===== src/rtl/mem_addr_gen_if.sv =====
// Command channel between the address generator and the memory transaction engine.
// A command moves on any clock where cmd_valid and cmd_ready are both high.
interface mem_addr_gen_if #(
  parameter int ADDR_W  = 25,
  parameter int BURST_W = 8
);
  logic               cmd_valid;
  logic               cmd_ready;
  logic [ADDR_W-1:0]  cmd_addr;
  logic [BURST_W-1:0] cmd_burst;
  logic               cmd_last;

  modport master (
    output cmd_valid,
    output cmd_addr,
    output cmd_burst,
    output cmd_last,
    input  cmd_ready
  );

  modport slave (
    input  cmd_valid,
    input  cmd_addr,
    input  cmd_burst,
    input  cmd_last,
    output cmd_ready
  );
endinterface


===== src/rtl/mem_addr_gen.sv =====
// Memory-domain burst command generator: on a start strobe it latches the test parameters
// and streams fixed, sequential or LFSR-random burst commands over a valid/ready channel.
module mem_addr_gen #(
  parameter int          ADDR_W    = 25,
  parameter int          BURST_W   = 8,
  parameter logic [31:0] LFSR_SEED = 32'h1ACE_B00C
) (
  input  logic               clk_mem_i,
  input  logic               rst_n_i,
  input  logic               test_start_i,
  input  logic [1:0]         test_mode_i,
  input  logic [31:0]        test_count_i,
  input  logic [BURST_W-1:0] burst_len_i,
  input  logic [ADDR_W-1:0]  start_addr_i,
  mem_addr_gen_if.master     cmd,
  output logic               busy_o,
  output logic               test_finished_o,
  output logic [31:0]        cmd_sent_o
);

  typedef enum logic [1:0] {
    IDLE,
    LOAD,
    RUN,
    DONE
  } state_t;

  localparam logic [1:0]  MODE_FIXED  = 2'd0;
  localparam logic [1:0]  MODE_RANDOM = 2'd2;
  localparam logic [31:0] LFSR_TAPS   = 32'h8020_0003;

  state_t             r_state;
  logic [1:0]         r_mode;
  logic [31:0]        r_count;
  logic [ADDR_W-1:0]  r_start_addr;
  logic [31:0]        r_lfsr;
  logic               r_cmd_valid;
  logic [ADDR_W-1:0]  r_cmd_addr;
  logic [BURST_W-1:0] r_cmd_burst;
  logic               r_cmd_last;
  logic               r_busy;
  logic               r_finished;
  logic [31:0]        r_cmd_sent;

  logic               w_xfer;
  logic [31:0]        w_next_lfsr;
  logic [31:0]        w_lfsr_init;
  logic               w_next_is_last;
  logic [31:0]        w_sent_inc;

  // Right-shifting Galois form of x^32+x^22+x^2+x+1; a zero start address would lock it up, hence the seed.
  always_comb begin
    w_xfer         = r_cmd_valid && cmd.cmd_ready;
    w_next_lfsr    = r_lfsr[0] ? ((r_lfsr >> 1) ^ LFSR_TAPS) : (r_lfsr >> 1);
    w_lfsr_init    = (r_start_addr == '0) ? LFSR_SEED : 32'(r_start_addr);
    w_next_is_last = ({1'b0, r_cmd_sent} + 33'd2) == {1'b0, r_count};
    w_sent_inc     = (r_cmd_sent == '1) ? r_cmd_sent : r_cmd_sent + 32'd1;
  end

  always_ff @(posedge clk_mem_i or negedge rst_n_i) begin
    if (!rst_n_i) begin
      r_state      <= IDLE;
      r_mode       <= '0;
      r_count      <= '0;
      r_start_addr <= '0;
      r_lfsr       <= LFSR_SEED;
      r_cmd_valid  <= 1'b0;
      r_cmd_addr   <= '0;
      r_cmd_burst  <= '0;
      r_cmd_last   <= 1'b0;
      r_busy       <= 1'b0;
      r_finished   <= 1'b0;
      r_cmd_sent   <= '0;
    end else begin
      case (r_state)
        IDLE, DONE: begin
          if (test_start_i) begin
            r_state      <= LOAD;
            r_mode       <= test_mode_i;
            r_count      <= test_count_i;
            r_start_addr <= start_addr_i;
            r_cmd_burst  <= (burst_len_i == '0) ? BURST_W'(1) : burst_len_i;
            r_cmd_sent   <= '0;
            r_finished   <= 1'b0;
            r_busy       <= 1'b1;
          end
        end

        LOAD: begin
          r_lfsr     <= w_lfsr_init;
          r_cmd_addr <= (r_mode == MODE_RANDOM) ? w_lfsr_init[ADDR_W-1:0] : r_start_addr;
          if (r_count == '0) begin
            r_state    <= DONE;
            r_busy     <= 1'b0;
            r_finished <= 1'b1;
          end else begin
            r_state     <= RUN;
            r_cmd_valid <= 1'b1;
            r_cmd_last  <= (r_count == 32'd1);
          end
        end

        RUN: begin
          if (w_xfer) begin
            r_cmd_sent <= w_sent_inc;
            if (r_cmd_last) begin
              r_state     <= DONE;
              r_cmd_valid <= 1'b0;
              r_cmd_last  <= 1'b0;
              r_busy      <= 1'b0;
              r_finished  <= 1'b1;
            end else begin
              r_cmd_last <= w_next_is_last;
              case (r_mode)
                MODE_FIXED: r_cmd_addr <= r_cmd_addr;
                MODE_RANDOM: begin
                  r_lfsr     <= w_next_lfsr;
                  r_cmd_addr <= w_next_lfsr[ADDR_W-1:0];
                end
                default: r_cmd_addr <= r_cmd_addr + ADDR_W'(r_cmd_burst);
              endcase
            end
          end
        end

        default: r_state <= IDLE;
      endcase
    end
  end

  assign cmd.cmd_valid   = r_cmd_valid;
  assign cmd.cmd_addr    = r_cmd_addr;
  assign cmd.cmd_burst   = r_cmd_burst;
  assign cmd.cmd_last    = r_cmd_last;
  assign busy_o          = r_busy;
  assign test_finished_o = r_finished;
  assign cmd_sent_o      = r_cmd_sent;

endmodule


===== src/flat_wrapper.sv =====
// flat-port wrapper written by rule: the top's interface ports become plain ports
module mem_addr_gen_flat 
#(
  parameter int          ADDR_W    = 25,
  parameter int          BURST_W   = 8,
  parameter logic [31:0] LFSR_SEED = 32'h1ACE_B00C
)
  (clk_mem_i, rst_n_i, test_start_i, test_mode_i, test_count_i, burst_len_i, start_addr_i, busy_o, test_finished_o, cmd_sent_o, cmd_cmd_valid, cmd_cmd_addr, cmd_cmd_burst, cmd_cmd_last, cmd_cmd_ready);
  mem_addr_gen_if #(.ADDR_W(ADDR_W), .BURST_W(BURST_W)) cmd_i ();
  input  logic clk_mem_i;
  input  logic rst_n_i;
  input  logic test_start_i;
  input  logic [1:0] test_mode_i;
  input  logic [31:0] test_count_i;
  input  logic [BURST_W-1:0] burst_len_i;
  input  logic [ADDR_W-1:0] start_addr_i;
  output logic busy_o;
  output logic test_finished_o;
  output logic [31:0] cmd_sent_o;
  output wire logic [$bits(cmd_i.cmd_valid)-1:0] cmd_cmd_valid;
  output wire logic [$bits(cmd_i.cmd_addr)-1:0] cmd_cmd_addr;
  output wire logic [$bits(cmd_i.cmd_burst)-1:0] cmd_cmd_burst;
  output wire logic [$bits(cmd_i.cmd_last)-1:0] cmd_cmd_last;
  input wire logic [$bits(cmd_i.cmd_ready)-1:0] cmd_cmd_ready;
  assign cmd_cmd_valid = cmd_i.cmd_valid;
  assign cmd_cmd_addr = cmd_i.cmd_addr;
  assign cmd_cmd_burst = cmd_i.cmd_burst;
  assign cmd_cmd_last = cmd_i.cmd_last;
  assign cmd_i.cmd_ready = cmd_cmd_ready;
  mem_addr_gen #(.ADDR_W(ADDR_W), .BURST_W(BURST_W), .LFSR_SEED(LFSR_SEED)) u_core (.clk_mem_i(clk_mem_i), .rst_n_i(rst_n_i), .test_start_i(test_start_i), .test_mode_i(test_mode_i), .test_count_i(test_count_i), .burst_len_i(burst_len_i), .start_addr_i(start_addr_i), .cmd(cmd_i), .busy_o(busy_o), .test_finished_o(test_finished_o), .cmd_sent_o(cmd_sent_o));
endmodule

===== config.mk =====
export PLATFORM = sky130hd
export DESIGN_NAME = mem_addr_gen_flat
export DESIGN_NICKNAME = d
export VERILOG_FILES = /design/src/rtl/mem_addr_gen_if.sv /design/src/rtl/mem_addr_gen.sv /design/src/flat_wrapper.sv
export SDC_FILE = /design/constraint.sdc
export NUM_CORES = 1
export LEC_CHECK = 0
export ABC_AREA = 0
export BUFFER_PORTS_ARGS = -buffer_cell sky130_fd_sc_hd__buf_2
export CAP_MARGIN = 20
export CORE_ASPECT_RATIO = 1.2
export CORE_UTILIZATION = 35
export DETAILED_ROUTE_END_ITERATION = 10
export PLACE_DENSITY = 0.55
export SKIP_LAST_GASP = 1
export SYNTH_ARGS = -nofsm -noshare
export SYNTH_HDL_FRONTEND = slang
export SYNTH_SLANG_ARGS = --single-unit

===== constraint.sdc =====
create_clock -name clk_mem_i -period 3.55 [get_ports clk_mem_i]
set_input_delay 0.1775 -clock clk_mem_i [delete_from_list [all_inputs] [get_ports clk_mem_i]]
set_output_delay 0.1775 -clock clk_mem_i [all_outputs]
set_load 0.02 [all_outputs]

-- Word-level counts from Yosys, hierarchy flattened
Cells that the tools add are included.
Widths: inputs -> output; s select.
- register bits: 162
- bits in latches: 0
- bits in writable memories: 0
- memory bits (read-only): 0
- word-level logic and storage cells: 86
- memories kept: 0
- $add $sub $neg: 3
- multiply operators: 0
- divide/modulo/power cells: 0
- magnitude comparators: 0
- equality and inequality tests: 16
- shift operators: 0
- muxes and demuxes: 37
- bitwise operators: 1
- reduce and logical (&&, ||, !) cells: 17
- operators by type and width (kind ; number):
    $mux 32 ; 7
    $pmux 32 s2 ; 2
    $pmux 25 s2 ; 2
    $mux 25 ; 3
    $add 32x2->33 const B ; 1
    $eq 33x32->1 ; 1
    $add 32x1->32 const B ; 1
    $eq 32x1->1 const B ; 1
    $eq 32x32->1 const B ; 1
    $logic_not 32->1 ; 1
    $mux 29 ; 1
    $add 25x8->25 ; 1
    $logic_not 25->1 ; 1
    $reduce_and 4->1 ; 5
    $mux 1 ; 13
    $ne 2x2->1 const B ; 5
    $logic_not 8->1 ; 1
    $mux 8 ; 1
    $ne 2x1->1 const B ; 4
    $eq 2x2->1 const B ; 3
    $mux 2 ; 3
    $pmux 1 s3 ; 2
    $pmux 2 s3 ; 1
    $reduce_and 3->1 ; 2
    other kinds (8) ; 11

-- Longest topological paths before layout
Gate-level depths: netlist of run 1.
- depth in word-level cells: 6
- gate-level depth with buffers: 10
- gate-level depth less buffers: 9

-- Least setup slack after synthesis of run 1
Ideal clock, no wire load.
- path type: register -> register
- start: register u_core.r_cmd_sent[1], in the netlist u_core.cmd_sent_o[1]
- end: register u_core.r_cmd_last, in the netlist u_core.cmd.cmd_last
- data arrival time: 2622 ps
- setup slack: 851 ps
- cell stages (with the launch flop): 9
- path buffers: 0
- cell sequence: dfrtp_1 -> ha_1 -> nand2_1 -> nor3_1 -> nand2_1 -> xnor2_1 -> a2111o_1 -> or4_1 -> o21ai_1
- word-level cells in the longest chain between the ends: 5
- ends and longest elaborated chain (item ; RTL line ; source):
    from (decl) ; mem_addr_gen.sv:43 ; logic [31:0] r_cmd_sent;
    from (signal assigned) ; mem_addr_gen.sv:105 ; r_cmd_sent <= w_sent_inc;
    $add 32x2->33 ; mem_addr_gen.sv:56 ; w_next_is_last = ({1'b0, r_cmd_sent} + 33'd2) == {1'b0, r_count};
    $eq 33x32->1 ; mem_addr_gen.sv:56 ;
    $mux 1 ; mem_addr_gen.sv:106 ; if (r_cmd_last) begin
    $mux 1 ; mem_addr_gen.sv:104 ; if (w_xfer) begin
    $pmux 1 s2 ; mem_addr_gen.sv:75 ; case (r_state)
    to (signal assigned) ; mem_addr_gen.sv:99 ; r_cmd_last <= (r_count == 32'd1);
    to (signal assigned) ; mem_addr_gen.sv:113 ; r_cmd_last <= w_next_is_last;
    to (decl) ; mem_addr_gen.sv:40 ; logic r_cmd_last;
No other way between the ends. The select of a mux whose other input is x is not followed.
A chain may end at the register's enable or synchronous reset.

-- Worst setup path in the final report of run 1
- start: register u_core.r_cmd_burst[0], in the netlist u_core.cmd.cmd_burst[0]
- end: register u_core.r_cmd_addr[14], in the netlist u_core.cmd.cmd_addr[14]
- word-level cells in the longest chain between the ends: 5
- ends and longest elaborated chain (item ; RTL line ; source):
    from (decl) ; mem_addr_gen.sv:39 ; logic [BURST_W-1:0] r_cmd_burst;
    from (signal assigned) ; mem_addr_gen.sv:82 ; r_cmd_burst <= (burst_len_i == '0) ? BURST_W'(1) : burst_len_i;
    $add 25x8->25 ; mem_addr_gen.sv:120 ; default: r_cmd_addr <= r_cmd_addr + ADDR_W'(r_cmd_burst);
    $pmux 25 s2 ; mem_addr_gen.sv:114 ; case (r_mode)
    $mux 25 ; mem_addr_gen.sv:106 ;
    $mux 25 ; mem_addr_gen.sv:104 ;
    $pmux 25 s2 ; mem_addr_gen.sv:75 ;
    to (signal assigned) ; mem_addr_gen.sv:115 ; MODE_FIXED: r_cmd_addr <= r_cmd_addr;
    to (signal assigned) ; mem_addr_gen.sv:118 ; r_cmd_addr <= w_next_lfsr[ADDR_W-1:0];
    to (signal assigned) ; mem_addr_gen.sv:120 ;
    to (decl) ; mem_addr_gen.sv:38 ; logic [ADDR_W-1:0] r_cmd_addr;
No other way between the ends. The select of a mux whose other input is x is not followed.

==> reports/qor.yml, run 1 <==
status: "completed"
postSynthCellCount: 967
cts_setup_buffers: 0
worst-path-buf-inv: 0
cp.required_ns: 3.88
end_kind: "flop"
p_comb_share_pct: 47.5
grt_pass1_wl_mm: 44.28
root_buffer: "clkbuf_16"
cts_buffers: 17
syn_to_final_growth_pct: 24.71
crit_chain: "ha_1 > fa_1 > a21o_1 > a211oi_1 > o21ai_0 > and3_1 > a311o_1 > a21oi_1 > nor2_1"
avgRoutedWirePerCell_um: 18.79
synth-seq-cells: 162
port_buffers: 139
period_minus_slack_ns: 2.811
grt_max_degree: 100
vias_per_cell: 5.388
wl_met2_mm: 14.76
clkPwrFrac_pct: 17.9
dp_hpwl_mm: 19.64
drc_errors: 0
top_layer_used: "met4"
worstSetupPathType: "flop to flop"
gp_congestion: 0.8947
synth_cell_types: 77
synth-seq-area-share_pct: 44.48
sw_frac_of_total_pct: 44.23
clkSinkCount: 162
grt_pass1_vias: 8018
hold_buffers: 66
whs_ns: 0.01438
die_area_um2: 26800
critPathTopFamily: "compound AO/OA/AOI/OAI gates"
synth_edf_count: 0
drv_slew: 0
drt-met1-wl_mm: 11.43
syn-mean-instance-area_um2: 9.464
wl_met3_mm: 1.152
core_um2: 25620
drtIter0Drc: 396
slowest_delay_ns: 0.41
async_flop_share_pct: 100.0
drt_wl_total_mm: 28.11
num_vias: 8060
clk_latency_ns: 0.44
cp-start-kind: "flop"
fin_skew_ns: 0.01870
n_antenna_cell: 0
tns_ns: 0
antenna_found_initial: 0
drv_cap: 0
antenna_left: 0
worstHoldPathType: "input pin to flop"
grt_usage_pct: 21.60
max-slew-margin-rel_pct: 34.78
clockBufferDepth: 2
ys_warn_count: 0
clkTransAtPathRegs_ns: 0.07
cts_tree: "done"
synth_flop_cell: "dfrtp_1"
p_seq_share_pct: 34.6
rows: 64
drtPass1Iterations: 5
grt-ovfl-total: 0
start_util_pct: 35.71
cellPowerDensity_nw_per_um2: 889.7
fin_crit_sh_pct: 79.17
drive_above_1_share_pct: 24.87
syn_area_um2: 9151
cts.repair.resized: 0
hold_viol_final: 0
cp_data_arrival_time_ns: 3.14
setup_viol_count_final: 0
fmax_mhz: 355.8
peakVddDrop_mv: 0.4428
io_pins: 140
die_w_um: 149.6
tightest_slew_ns: 0.9784
rsz0062_at_grt: "false"
leakage_nw: 4.952
cpMaxStageDelayCell: "fa_1"
cp_max_fo: 12
p_int_mw: 5.663
fin_nets: 1237
switching_power_mw: 4.491
mappedNetlistNets: 1051
htree_levels: 4
die_h_um: 179.1
-- power groups by stage --
stage | clock network (mW) | registers, mW | logic (mW)
6_report | 1.81 | 3.51 | 4.83
5_1_grt | 1.93 | 3.62 | 5.35
4_1_cts | 1.85 | 3.51 | 4.87
3_5_place_dp | 0 | 3.54 | 4.79
3_3_place_gp | 0 | 3.53 | 4.74
2_1_floorplan | 0 | 3.47 | 3.30
-- cells by family (layout without fill, tap and decap cells) --
kind of cell | after synthesis | count (layout) | share of synthesized area [%]
AOI/OAI and AO/OA | 202 | 202 | 13.30
xor gates and xnor gates | 81 | 81 | 7.752
adders and majority gates | 13 | 13 | 1.859
buffers and inverters | 77 | 276 | 3.459
DFF | 162 | 162 | 44.48
muxes | 77 | 77 | 9.325
and+or+nand+nor | 355 | 355 | 19.82
-- through the flow --
stage                     cells  total power [mW]  setup WS (ns)  area, µm²  util, %
after floorplan             967             6.769         0.8514       9151        -
after global placement     1397             8.271         0.6589      10190    39.75
after detailed placement   1397             8.336         0.5595      10190    39.75
after CTS                  1495             10.24         0.5646      11400    44.51
after global routing       1496             10.90         0.4702      11410    44.54
final                      1496             10.15         0.7394      11410    44.54
-- registers in the layout (all words and copies together) (netlist names) --
register                flops
u_core.busy_o               1
u_core.cmd.cmd_addr        25
u_core.cmd.cmd_burst        8
u_core.cmd.cmd_last         1
u_core.cmd.cmd_valid        1
u_core.cmd_sent_o          32
u_core.r_count             32
u_core.r_lfsr              32
u_core.r_mode               2
u_core.r_start_addr        25
u_core.r_state              2
u_core.test_finished_o      1
-- worst register-to-register path, delay by kind of cell (launching register included) --
family	cells	cell delay [ns]
and+or+nand+nor	2	0.44
adders and majority gates	2	0.64
DFF	1	0.40
AOI/OAI and AO/OA	5	1.23
-- final timing paths --
kind	start	to	slack [ns]	depth (start not counted)
setup / recovery	u_core.cmd.cmd_burst[0]	u_core.cmd.cmd_addr[14]	0.74	9
hold / removal	test_count_i[0]	u_core.r_count[0]	0.01	2
setup reg to reg	u_core.cmd.cmd_burst[0]	u_core.cmd.cmd_addr[14]	0.74	9
hold reg to reg	u_core.r_lfsr[30]	u_core.r_lfsr[30]	0.47	2
max in group asynchronous	rst_n_i	u_core.r_lfsr[12]	2.20	3
min in group asynchronous	rst_n_i	u_core.r_count[13]	0.43	2
-- cell usage in the layout, fill, tap and decap left out, types with 3 or more instances in the layout --
cell type      count
dfrtp_1          149
buf_2            138
nand2_1           92
nor2_1            92
o21ai_0           68
mux2_2            66
dlygate4sd3_1     66
a21oi_1           60
xnor2_1           50
nand3_1           37
xor2_1            31
nor4_1            25
nand4_1           22
nor3_1            20
buf_4             19
inv_1             18
clkbuf_16         17
a31oi_1           14
dfstp_2           13
mux2i_1           11
ha_1              11
or3_1              9
nand2b_1           7
a21o_1             7
and3_1             7
inv_6              7
and2_1             6
o22ai_1            6
and4_1             5
nor2b_1            5
o31ai_1            4
or4_1              4
o211ai_1           4
a31o_2             3
or2_2              3
a311oi_1           3
nor3b_1            3
-- synth_stat cells, types with 4 or more instances --
cell type	instances	share of area [%]
dfrtp_1	149	41
nand4_1	22	1.5
a31oi_1	14	0.96
and4_1	5	0.48
buf_2	9	0.49
a21o_1	7	0.57
ha_1	12	1.6
nand2b_1	7	0.48
nor2_1	92	3.8
o21ai_0	68	3.7
nand3_1	37	2.0
mux2i_1	11	1.2
a21oi_1	60	3.3
xor2_1	31	3.0
and2_1	6	0.41
o22ai_1	6	0.41
o211ai_1	4	0.33
and3_1	7	0.48
clkbuf_1	37	1.5
dfstp_2	13	3.7
inv_1	18	0.74
or4_1	4	0.33
buf_1	8	0.33
or3_1	9	0.62
o31ai_1	4	0.33
nor2b_1	5	0.34
xnor2_1	50	4.8
nor3_1	20	1.1
nand2_1	93	3.8
nor4_1	25	1.7
mux2_2	66	8.1
-- final cells by class --
| class | instances | area (µm²) |
|---|---|---|
| fill | 2587 | 14210 |
| multi-input combinational | 728 | 4775 |
| sequential | 162 | 4070 |
| timing repair buffer | 225 | 1525 |
| clock buffer | 18 | 439.2 |
| tap | 330 | 412.9 |
| clock inverter | 14 | 118.9 |
| inverter | 19 | 71.32 |
-- layer usage --
| metal | global-route usage [%] | vias up |
|---|---|---|
| li1 | - | 3843 |
| met1 | 25.39 | 3944 |
| met2 | 39.51 | 229 |
| met3 | 2.646 | 44 |
| met4 | 8.546 | 0 |
| met5 | 0 | - |
(Power assumes the default switching activity.)
==> inputs of run 2 (changes only) <==
--- a/config.mk
+++ b/config.mk
@@ -5,13 +5,13 @@
 export SDC_FILE = /design/constraint.sdc
 export NUM_CORES = 1
 export LEC_CHECK = 0
-export ABC_AREA = 0
+export ABC_AREA = 1
 export BUFFER_PORTS_ARGS = -buffer_cell sky130_fd_sc_hd__buf_2
 export CAP_MARGIN = 20
 export CORE_ASPECT_RATIO = 1.2
 export CORE_UTILIZATION = 35
 export DETAILED_ROUTE_END_ITERATION = 10
-export PLACE_DENSITY = 0.55
+export PLACE_DENSITY = 0.54
 export SKIP_LAST_GASP = 1
 export SYNTH_ARGS = -nofsm -noshare
 export SYNTH_HDL_FRONTEND = slang
==> constraint.sdc (replaced) <==
create_clock -name clk_mem_i -period 2.6 [get_ports clk_mem_i]
set_input_delay 0.13 -clock clk_mem_i [delete_from_list [all_inputs] [get_ports clk_mem_i]]
set_output_delay 0.13 -clock clk_mem_i [all_outputs]
set_load 0.02 [all_outputs]
==> reports/qor.yml, run 2 <==
status: "completed"
grt_max_degree: 75  # -25%
io_pins: 140  # unchanged
hold_viol_final: 0  # unchanged
multi_input_area_um2: 4791  # +0.34%
clk_latency_ns: 0.43  # about the same
ys_top_cells_by_count: "nand2_1, inv_1, dfrtp_1, nor2_1, o21ai_0"
cts_buffers: 17  # unchanged
seqCellArea_um2: 4071  # about the same
synth_cell_types: 50  # -35%
end_kind: "flop"
cts_tree: "done"
synth-seq-area-share_pct: 42.23  # -2.2 points
tns_ns: 0  # unchanged
drtPass1Iterations: 5  # unchanged
cp_data_arrival_time_ns: 2.81  # -0.33 ns
dp_hpwl_mm: 24.97  # +27%
die_h_um: 183.8  # +2.6%
grt_pass1_wl_mm: 52.14  # +18%
fmax_mhz: 407.3  # +14%
die_w_um: 153.5  # +2.6%
num-fill-cells: 2826  # +9.2%
clockBufferDepth: 2  # unchanged
port_buffers: 139  # unchanged
vias_per_cell: 5.084  # -5.6%
final_common_cell: "nand2_1"
final_core_util_pct: 44.95  # +0.41 points
final_cell_mix: "nand2_1, inv_1, dfrtp_1"
fin_nets: 1656  # +34%
cp.required_ns: 2.95  # -0.93 ns
setup_slack_ns: 0.1450  # -0.5943 ns
antenna_left: 0  # unchanged
peakVddDrop_mv: 0.3855  # -13%
synth_flop_cell: "dfrtp_1"
ys_warn_count: 0  # unchanged
cp_max_fo: 8  # -4
globalRoute.busiestLayer: "met2"
use_met2_pct: 44.31  # +4.8 points
clkSinkCount: 162  # unchanged
grt_usage_pct: 24.19  # +2.6 points
leakage_nw: 6.205  # +25%
num_vias: 9787  # +21%
cts_setup_buffers: 0  # unchanged
period_minus_slack_ns: 2.455  # -0.3557 ns
rows: 66  # +3.1%
root_buffer: "clkbuf_16"
fin_skew_ns: 0.01816  # -0.0005348 ns
worstSetupPathType: "flop to flop"
tightest_slew_ns: 0.6065  # -0.3718 ns
whs_ns: 0.1551  # +0.1407 ns
max-slew-margin-rel_pct: 59.47  # +25 points
synth_edf_count: 0  # unchanged
mappedNetlistNets: 1434  # +36%
use_met3_pct: 3.583  # +0.94 points
async_flop_share_pct: 100.0  # unchanged
syn-mean-instance-area_um2: 7.139  # -25%
synthTopCellsByArea: "dfrtp_1, nand2_1, o21ai_0"
yosysTopAreaCell: "dfrtp_1"
postSynthCellCount: 1350  # +40%
setup_viol_count_final: 0  # unchanged
syn_area_um2: 9638  # +5.3%
antenna_found_initial: 0  # unchanged
die_area_um2: 28210  # +5.3%
fin_crit_sh_pct: 94.42  # +15 points
synth_top_area_share_pct: 38.69  # -2.1 points
p_total_mw: 5.297  # -48%
pre_cts_ws_ns: 0.05781  # -0.5016 ns
met1_usage_pct: 27.77  # +2.4 points
drv_slew: 0  # unchanged
drv_cap: 0  # unchanged
synth_most_common_cell: "nand2_1"
drt_wl_total_mm: 33.07  # +18%
grt-ovfl-total: 0  # unchanged
grt_pass1_vias: 9631  # +20%
rsz0062_at_grt: "false"
syn_to_final_growth_pct: 26.33
drive_above_1_share_pct: 16.78  # -8.1 points
synth-seq-cells: 162  # unchanged
drtIter0Drc: 632  # +60%
core_um2: 27090  # +5.7%
start_util_pct: 35.58  # -0.13 points
gp_congestion: 0.9395  # +5.0%
clkTransAtPathRegs_ns: 0.07  # about the same
worstHoldPathType: "input pin to async pin"
n_antenna_cell: 0  # unchanged
cellPowerDensity_nw_per_um2: 435.0  # -51%
htree_levels: 4  # unchanged
cp-start-kind: "flop"
drc_errors: 0  # unchanged
avgRoutedWirePerCell_um: 17.18  # -8.6%
==> run 2: metrics by stage <==
| stage | std cells | area, µm² |
|---|---|---|
| finish | 1925 | 12180 |
| global placement | 1825 | 10900 |
| detailed placement | 1825 | 10900 |
| floorplan | 1350 | 9638 |
| CTS | 1925 | 12170 |
| global route | 1925 | 12180 |
==> run 2: worst paths after layout <==
path	slack [ns]	cells after the start	from	endpoint
min in group clk_mem_i	0.25	4	test_start_i	u_core.r_state[0]
worst min register to register	0.47	2	u_core.r_lfsr[14]	u_core.r_lfsr[14]
worst min-delay path	0.16	2	rst_n_i	u_core.r_count[11]
worst max register to register	0.15	15	u_core.cmd_sent_o[1]	u_core.cmd.cmd_last
max in group asynchronous	1.62	3	rst_n_i	u_core.r_lfsr[12]
worst max-delay path	0.15	15	u_core.cmd_sent_o[1]	u_core.cmd.cmd_last
==> run 2: final cells by class <==
cell class,instances,area share [%]
clock buffers,18,3.525
clock inverters,14,1.274
inverters,160,4.943
multi-input cells,987,39.35
flip-flops and latches,162,33.44
well taps,340,3.494
repair buffers,244,13.98
==> run 2: timing repair <==
| item | 4_1_cts | 5_1_grt |
|---|---|---|
| resized for setup | 0 | 5 |
| hold buffers | 68 | 0 |
| endpoints found under the hold margin | 135 | 0 |
| setup endpoints to repair | 0 | 5 |
==> run 2: cell families (layout without fill, tap and decap cells) <==
logic type / after synthesis / count (layout) / share of synthesized area (%)
and+or+nand+nor: 692 / 692 / 30.65
AOI/OAI and AO/OA: 255 / 255 / 14.76
buffers and inverters: 201 / 436 / 8.140
adders and majority gates: 13 / 13 / 1.766
xor gates and xnor gates: 27 / 27 / 2.454
DFF: 162 / 162 / 42.23
==> run 2: layer usage <==
| metal | vias to the layer above | part of all wire (%) |
|---|---|---|
| met5 | - | 0 |
| met2 | 268 | 52 |
| met1 | 4633 | 41 |
| li1 | 4829 | - |
| met3 | 57 | 4.1 |
| met4 | 0 | 3.7 |
==> run 2: power by group <==
part	internal [mW]	switching (mW)
Clock	1.43	1.15
Sequential	2.52	0
Combinational	0.110	0.0853
==> run 2: worst max-delay path, cell delays in order, from the launching register on <==
cell and delay [ns]:
dfrtp_1 0.47, ha_2 0.27, inv_1 0.10, nor2_4 0.21
nand2_4 0.10, nor2_4 0.28, nand2_4 0.09, nand2_2 0.08
nand2_1 0.05, nand2_1 0.08, nand2_1 0.06, nor2_1 0.08
nand3_1 0.09, nor2_1 0.11, nand3_1 0.16, a21oi_2 0.16
